## src/rtl/div_ctrl.sv

```systemverilog
// div_ctrl: iterative radix-2 shift-subtract divider with its own sequencing FSM for DIV/DIVU.
// Stalls the pipeline while busy and presents {remainder, quotient} while ready_o is high.
module div_ctrl #(
    parameter int DATA_W = 32
) (
    input  logic                  clk,
    input  logic                  resetn,
    input  logic                  start_i,
    input  logic                  signed_i,
    input  logic                  annul_i,
    input  logic [DATA_W-1:0]     opdata1_i,
    input  logic [DATA_W-1:0]     opdata2_i,
    output logic [2*DATA_W-1:0]   result_o,
    output logic                  ready_o,
    output logic                  stall_o
);
    typedef enum logic [1:0] {IDLE, DIVZERO, ON, END} state_t;
    state_t state, stateNext;
    logic [5:0] cnt;
    logic [2*DATA_W:0] work;
    logic [DATA_W-1:0] divisor, absDividend, absDivisor, diff, quo, rem, quoFix, remFix;
    logic isSigned, dividendNeg, divisorNeg, fits, go;

    assign go = start_i & ~annul_i;
    assign absDividend = (signed_i & opdata1_i[DATA_W-1]) ? -opdata1_i : opdata1_i;
    assign absDivisor = (signed_i & opdata2_i[DATA_W-1]) ? -opdata2_i : opdata2_i;
    // Partial remainder occupies work[2W:W]; only the low W bits of the difference survive a subtract.
    assign fits = work[2*DATA_W:DATA_W] >= {1'b0, divisor};
    assign diff = work[2*DATA_W-1:DATA_W] - divisor;
    assign quo = work[DATA_W-1:0];
    assign rem = work[2*DATA_W:DATA_W+1];
    assign quoFix = (isSigned & (dividendNeg ^ divisorNeg)) ? -quo : quo;
    assign remFix = (isSigned & dividendNeg) ? -rem : rem;
    assign ready_o = state == END;
    assign stall_o = start_i & ~ready_o;
    assign result_o = ready_o ? {remFix, quoFix} : '0;

    always_comb begin
        stateNext = state;
        case (state)
            IDLE:    stateNext = go ? ((opdata2_i == '0) ? DIVZERO : ON) : IDLE;
            DIVZERO: stateNext = annul_i ? IDLE : END;
            ON:      stateNext = annul_i ? IDLE : ((cnt == 6'(DATA_W - 1)) ? END : ON);
            END:     stateNext = (annul_i | ~start_i) ? IDLE : END;
            default: stateNext = IDLE;
        endcase
    end

    always_ff @(posedge clk) begin
        if (!resetn) begin
            state <= IDLE;
            cnt <= '0;
            work <= '0;
            divisor <= '0;
            isSigned <= 1'b0;
            dividendNeg <= 1'b0;
            divisorNeg <= 1'b0;
        end else begin
            state <= stateNext;
            if (state == IDLE && go) begin
                work <= {{DATA_W{1'b0}}, absDividend, 1'b0};
                cnt <= '0;
                divisor <= absDivisor;
                isSigned <= signed_i;
                dividendNeg <= opdata1_i[DATA_W-1];
                divisorNeg <= opdata2_i[DATA_W-1];
            end else if (state == DIVZERO) begin
                work <= '0;
            end else if (state == ON && !annul_i) begin
                work <= fits ? {diff, work[DATA_W-1:0], 1'b1} : work << 1;
                cnt <= cnt + 6'd1;
            end
        end
    end
endmodule

```

## config.mk

```make
export PLATFORM = sky130hd
export DESIGN_NAME = div_ctrl
export DESIGN_NICKNAME = d
export VERILOG_FILES = /design/src/rtl/div_ctrl.sv
export SDC_FILE = /design/constraint.sdc
export NUM_CORES = 1
export LEC_CHECK = 0
export CORE_MARGIN = 3
export CORE_UTILIZATION = 35
export DETAILED_ROUTE_END_ITERATION = 10
export PLACE_DENSITY = 0.57
export SLEW_MARGIN = 20
export SYNTH_ARGS = -nofsm -noshare
export SYNTH_HDL_FRONTEND = slang
export SYNTH_SLANG_ARGS = --single-unit
```

## constraint.sdc

```tcl
create_clock -name clk -period 3.5 [get_ports clk]
set_clock_uncertainty 0.1 [all_clocks]
set_input_delay 0.35 -clock clk [delete_from_list [all_inputs] [get_ports clk]]
set_output_delay 0.35 -clock clk [all_outputs]
set_load 0.03 [all_outputs]
```

==> results.md, run 1 <==
- RR Startpoint: work[33]$_SDFFE_PP0P_
- Status: complete, no violations
- Routed Antenna Nets: 0
- CP arrival: about 2.9 ns
- Vias per cell: around 5.6
- F_max: roughly 300 MHz
- DPL Wire Length: between 20000 and 25000 um
- Predominant post-synthesis flop cell: dfxtp_1
- Synth top area cells: dfxtp_1 (23%), a21oi_1 (6.6%), xnor2_1 (6.3%)
- Global route overflow: 0
- #FFs+latches synth: between 100 and 150
- Initial DRC count: 855
- Buf+Inv Stages, Crit Path: 3
- Crit path capture: result_o[42]
- Clock Path Buffers: 2
- Postcts setup bufs: 0
- Die Span Y: 169 um
- R2R depth: 10
- Worst Max-Slew Pin Slew: between 0.7 and 0.8 ns
- DRT Pass-1 Iters: 8
- Row count: between 50 and 60
- CTS buffer count: 9
- P&R area growth vs syn: 24.1%
- I/O Buffers: roughly 130
- Largest net degree at the start of global routing: 70
- H-tree depth: 3
- Die width: roughly 170 um
- Levels on crit path: 9
- Syn Nets: ~1300
- Vias: 9558
- GP Congestion: 0.919
- Cell Area, Placed: between 0.01 and 0.015 mm2
- CTS tree: yes
- Leakage power: about 4.8 nW
- Synthesis Warnings: 0
- I/O pin count: roughly 140
- Synth Area per Inst: between 7 and 8 um2
- Register area share after synthesis: a little under a quarter
- Initial Utilization: 36.2%
- Cell count after placement: 1682
- Routed wire per std cell: 17.7 um
- Setup TNS Final: 0 ns
- Initial antenna violation count: 0
- WP data required: around 3.1 ns
- Final period utilization: a little over nine tenths
- Distinct cells, synth: 78
- Tot Pwr: 3.73 mW
- CP endpoint kind: output port
- Post-route minimum period: between 3 and 4 ns
- Max VDD drop: between 0.15 and 0.2 mV
- CP max stage cell: clkdlybuf4s50_1
- Max-slew violation count: 0
- Final setup fails: 0
- Setup crit start kind: flip-flop
- Pwr per Cell Area: roughly 320 mW/mm2
- CTS clk-pin slew, worst paths: 0.09 ns
- Core ar.: 0.0256 mm2
- Top Family by Delay on Critical Path: buffers and inverters
- First-pass GRT wire length: just under 50000 um
- Design area: approximately 0.012 mm2
- Layout cell share with drive strength beyond 1: 8.77%
- CTS root buffer: clkbuf_16
- Dominant cell type by area after synthesis: dfxtp_1
- Synth top area share: a little under a quarter
- Diode count: 0
- Crit path from: work[33]$_SDFFE_PP0P_
- Top-count cell post-synth: a21oi_1
- Worst hold path class: reg -> reg
- Tot GR Track Use: about a fifth
- CP Max Fanout: 6
- Final Hold Viols: 0
- Reg2reg setup slack: 0.28 ns
- Post-route DRC: 0
- Maxcap violations: 0
- Most frequent cells after synthesis: a21oi_1 (123), nor2_1 (120), dfxtp_1 (108)
- Ys async rst share: 0%
- Routed Wire Length: approximately 30000 um
- Clk sinks: 108
- Crit path cell chain: inv_1, ha_1, nand2_1, nor3_1, buf_4, and2_1, or3_1, a21oi_1, clkdlybuf4s50_1
- Crit Path Class: reg -> out
- CP max stage delay: roughly 0.70 ns
- Reg-to-reg endpoint: work[61]$_SDFFE_PP0P_
- Vias in the first global route: around 9000
- Die area: 0.0285 mm2
- Post-route insts no fill: between 1500 and 2000
- Post-Synthesis Cells: ~1200
- Later-pin clock latency in the skew report: approximately 0.37 ns
- Slew margin rel.: between 40% and 50%
- Final #Nets: between 1000 and 1500
- Hold_sp: divisor[31]$_SDFFE_PN0P_
- Hold Crit Depth: 2
- Post-synth EDFFs: 0
- Synth Cell Area: slightly above 0.009 mm2
-- registers in the layout (all words and copies together), names as in the netlist --
| name | count |
|---|---|
| work | 65 |
| divisor | 32 |
| cnt | 6 |
| state | 2 |
| dividendNeg | 1 |
| divisorNeg | 1 |
| isSigned | 1 |
-- how the worst min path moves through the flow --
stage	endpoint	slack (ns)
2_1_floorplan	divisor[31]$_SDFFE_PN0P_	0.33
3_3_place_gp	divisor[31]$_SDFFE_PN0P_	0.35
3_5_place_dp	divisor[31]$_SDFFE_PN0P_	0.36
4_1_cts	cnt[4]$_SDFFE_PP0P_	0.36
5_1_grt	divisor[31]$_SDFFE_PN0P_	0.39
6_report	divisor[31]$_SDFFE_PN0P_	0.36
-- worst reg2reg max path, stage by stage (launching register included) --
cell	delay, ns
dfxtp_1	0.49
inv_1	0.19
fa_1	0.45
nor2b_1	0.17
o2111ai_1	0.16
a2111o_1	0.44
nand2_1	0.11
o2111ai_1	0.25
o21ai_0	0.27
mux2_2	0.36
a21oi_1	0.15
-- layout make-up --
type,instances,area [um2]
sequential,108,2160
multi-input combinational,995,6640
fill,2648,14100
inverter,60,225
timing repair buffer,189,1760
clock inverter,7,76.3
clock buffer,9,225
tap,330,413
-- per-stage QoR --
stage	util [%]	hold slack, ns	setup WS, ns
floorplan	-	0.331	0.646
global placement	43.6	0.348	0.0878
detailed placement	43.6	0.359	0.104
CTS	44.8	0.358	0.00858
global route	44.9	0.391	-0.0178
finish	44.9	0.360	0.153
-- layout by cell type, fill, tap and decap left out, drive strengths merged, types with 59 or more instances in the layout --
cell type,n
inv,63
a21oi,123
buf,59
xor2,66
clkdlybuf4s50,100
nor2,121
xnor2,67
nand2,91
dfxtp,108
o21ai,97
-- routing by layer --
metal  wire [um]  vias to the layer above  track usage [%]
li1            -                     4723                -
met1       14800                     4500             30.9
met2       13000                      304             31.2
met3        1730                       31             2.50
met4         473                        0             5.37
met5           0                        -                0
-- timing repair --
| item | CTS | global route |
|---|---|---|
| hold buffers | 0 | 0 |
| cloned | 0 | 0 |
| resized for setup | 22 | 31 |
| endpoints found under the setup margin | 21 | 26 |
-- where the power goes --
group | leakage [nW] | switching, mW | internal [mW]
Combinational | 3.81 | 0.739 | 0.582
Sequential | 0.881 | 0.0624 | 1.29
Clock | 0.147 | 0.546 | 0.508
-- cell families after synthesis --
| family | after synthesis | share of synthesized area [%] |
|---|---|---|
| AO/OA/AOI/OAI | 385 | 27.6 |
| XOR/XNOR | 133 | 12.6 |
| adder cells (fa/ha/maj) | 38 | 5.21 |
| buffers and inverters | 131 | 5.63 |
| flip-flops | 108 | 23.3 |
| multiplexers | 26 | 2.84 |
| AND/OR/NAND/NOR | 413 | 22.8 |
Power figures use the tool's default switching activity.
==> run 2: changes to the inputs <==
Settings changed: CORE_UTILIZATION 35 to 56, PLACE_DENSITY 0.57 to 0.84.
==> run 2 against run 1 <==
Sequential share of layout area rose by 0.47 points; setup slack got worse by 0.037 ns; final cell count decreased by 8.0%; cell area down 2.4%; critical path type unchanged.
==> results.md, run 2 (synthesis results as in run 1) <==
- Status: complete, no violations
- H-tree depth: 3 (unchanged)
- CTS tree: yes
- CTS clk-pin slew, worst paths: 0.07 ns (-0.02 ns)
- Final #Nets: 1448 (-1.5%)
- CTS buffer count: 9 (unchanged)
- Hold Crit Depth: 2 (unchanged)
- I/O pin count: 135 (unchanged)
- CP Max Fanout: 8 (+2)
- Pwr per Cell Area: 340 mW/mm2 (+4.9%)
- CTS root buffer: clkbuf_16
- Min-Delay Endpoint: divisor[31]$_SDFFE_PN0P_
- Max reg flops: 65 (unchanged)
- Design area: 0.0112 mm2 (-2.4%)
- DPL Wire Length: 20500 um (-11%)
- Leakage power: 4.74 nW (-2.0%)
- Commonest non-fill, non-tap cell in the layout: a21oi_1
- Hold_sp: divisor[31]$_SDFFE_PN0P_
- CP max stage delay: 0.70 ns (about the same)
- F_max: 295 MHz (-1.1%)
- Vias: 9837 (+2.9%)
- R2R depth: 11 (+1)
- P&R area growth vs syn: 21.1%
- Routed Antenna Nets: 0 (unchanged)
- Reg2reg setup slack: 0.32 ns (+0.04 ns)
- Post-Place Worst Slack: 0.0490 ns (-0.0548 ns)
- First-pass GRT wire length: 44600 um (-7.8%)
- Final period utilization: 96.7% (+1.1 points)
- Maxcap violations: 0 (unchanged)
- GP Congestion: 0.951 (+3.5%)
- P_sw: 1.30 mW (-3.7%)
- Slew margin rel.: 42.5% (-4.9 points)
- Post-route minimum period: 3.38 ns (+0.0375 ns)
- I/O Buffers: 134 (unchanged)
- Largest register by flop count: work
- Max-slew violation count: 0 (unchanged)
- Die width: 135 um (-20%)
- Final Hold Viols: 0 (unchanged)
- DRT Pass-1 Iters: 7 (-1)
- Commonest non-fill, non-tap cells in the layout: a21oi_1 (123), nor2_1 (120), dfxtp_1 (108), clkdlybuf4s50_1 (104)
- Global route overflow: 0 (unchanged)
- Cell Area, Placed: 0.0109 mm2 (-2.9%)
- Crit Path Class: reg -> out
- Worst Max-Slew Pin Slew: 0.862 ns (+0.0756 ns)
- Worst hold path class: reg -> reg
- Top Registers: work (65), divisor (32), cnt (6)
- Slack of the critical path: 0.115 ns (-0.0375 ns)
- Initial Utilization: 57.7% (+22 points)
- Clk sinks: 108 (unchanged)
- Vias in the first global route: 8953 (-0.86%)
- Switching share of power: 34.0% (-2.2 points)
- Tot GR Track Use: 29.6% (+9.0 points)
- Max VDD drop: 0.274 mV (+48%)
- Layout cell share with drive strength beyond 1: 6.84% (-1.9 points)
- Cell Int Power: 2.52 mW (+5.8%)
- Routed wire per std cell: 17.7 um (+0.37%)
- Largest net degree at the start of global routing: 70 (unchanged)
- Routed Wire Length: 27700 um (-7.7%)
- RR Startpoint: work[32]$_SDFFE_PN0P_
- Reg power frac: 35.5% (-0.7 points)
- Vias per cell: 6.30 (+12%)
- Post-route DRC: 0 (unchanged)
- Initial antenna violation count: 1 (+1)
- Core ar.: 0.0161 mm2 (-37%)
- Later-pin clock latency in the skew report: 0.37 ns (about the same)
- Row count: 46 (-21%)
- Die Span Y: 135 um (-20%)
- CP max stage cell: clkdlybuf4s50_1
- Final setup fails: 0 (unchanged)
- Combinational share of power: 33.5% (-2.0 points)
- Setup crit start kind: flip-flop
- Die area: 0.0181 mm2 (-36%)
- # fillers: 1325 (-50%)
- Crit path cell chain: nor4_2, and4b_1, nand2_1, o21ai_0, buf_4, nand2_1, xnor2_1, nor2_1, clkdlybuf4s50_1
- Clock Path Buffers: 2 (unchanged)
- Crit path top cell by count: nand2_1
- Reg-to-reg endpoint: work[63]$_SDFFE_PP0P_
- Diode count: 0 (unchanged)
- WP data required: 3.05 ns (about the same)
- RSZ-0062 raised after global routing: true
- Share of total power in the clock network: 31.0% (+2.7 points)
- CP arrival: 2.93 ns (+0.03 ns)
- Initial DRC count: 1201 (+40%)
- Setup TNS Final: 0 ns (unchanged)
- CP endpoint kind: output port
[run 2: changes by cell type in the layout (fill, tap and decap cells not counted), sizes merged, moves of 2 or more]
cell / previous run / this run
buf: 59 / 34
bufinv: 0 / 2
inv: 63 / 60
clkdlybuf4s50: 100 / 104
[run 2: what timing repair did]
item | in CTS | in global routing
setup endpoints to repair | 24 | 27
setup buffers | 0 | 0
hold endpoints to repair | 0 | 0
hold buffers | 0 | 0
resized for setup | 20 | 29
pin swaps | 0 | 0
[run 2: metrics by stage]
stage                     cells  power [mW]  util (%)  hold WS, ns
after CTS                  1562        3.78      69.7        0.368
after global routing       1562        3.99      69.9        0.393
final                      1562        3.81      69.9        0.371
after floorplan            1234        2.24         -        0.331
after detailed placement   1546        2.61      67.6        0.360
after global placement     1546        2.57      67.6        0.341
[run 2: worst max path at each step]
stage	from	endpoint	slack, ns	depth (start not counted)
6_report	work[2]$_SDFFE_PN0P_	result_o[20]	0.12	9
5_1_grt	work[46]$_SDFFE_PP0P_	result_o[59]	-0.02	9
4_1_cts	work[12]$_SDFFE_PN0P_	result_o[22]	0.01	9
3_5_place_dp	work[46]$_SDFFE_PP0P_	result_o[61]	0.05	9
3_3_place_gp	work[12]$_SDFFE_PN0P_	result_o[29]	0.16	9
2_1_floorplan	work[10]$_SDFFE_PN0P_	result_o[28]	0.65	8
[run 2: final cells by class]
class	count	area, um2	share of cell area [%]
clock inverters	5	93.8	0.836
flip-flops and latches	108	2160	19.3
multi-input cells	995	6630	59.1
clock buffers	11	253	2.25
repair buffers	167	1590	14.1
inverters	60	225	2.01
well taps	216	270	2.41
[run 2: power by group through the flow]
stage	combinational (mW)	clock [mW]	sequential, mW
6_report	1.28	1.18	1.35
5_1_grt	1.39	1.24	1.36
4_1_cts	1.24	1.19	1.35
3_5_place_dp	1.23	0	1.38
3_3_place_gp	1.20	0	1.37
2_1_floorplan	0.882	0	1.36
[run 2: layer usage]
layer / part of all wire, % / global-route usage [%] / up-vias
met2: 45 / 46.1 / 505
li1: - / - / 4692
met4: 3.2 / 12.4 / 2
met1: 43 / 40.8 / 4557
met5: 0.047 / 0 / -
met3: 8.4 / 4.77 / 81
[run 2: worst max-delay path: cells and delay by family, from the launching register on]
family                    cells  cell delay, ns
buffers and inverters         2            0.88
DFF                           1            0.39
AOI/OAI and AO/OA             1            0.22
and+or+nand+nor               5            0.97
xor gates and xnor gates      1            0.12
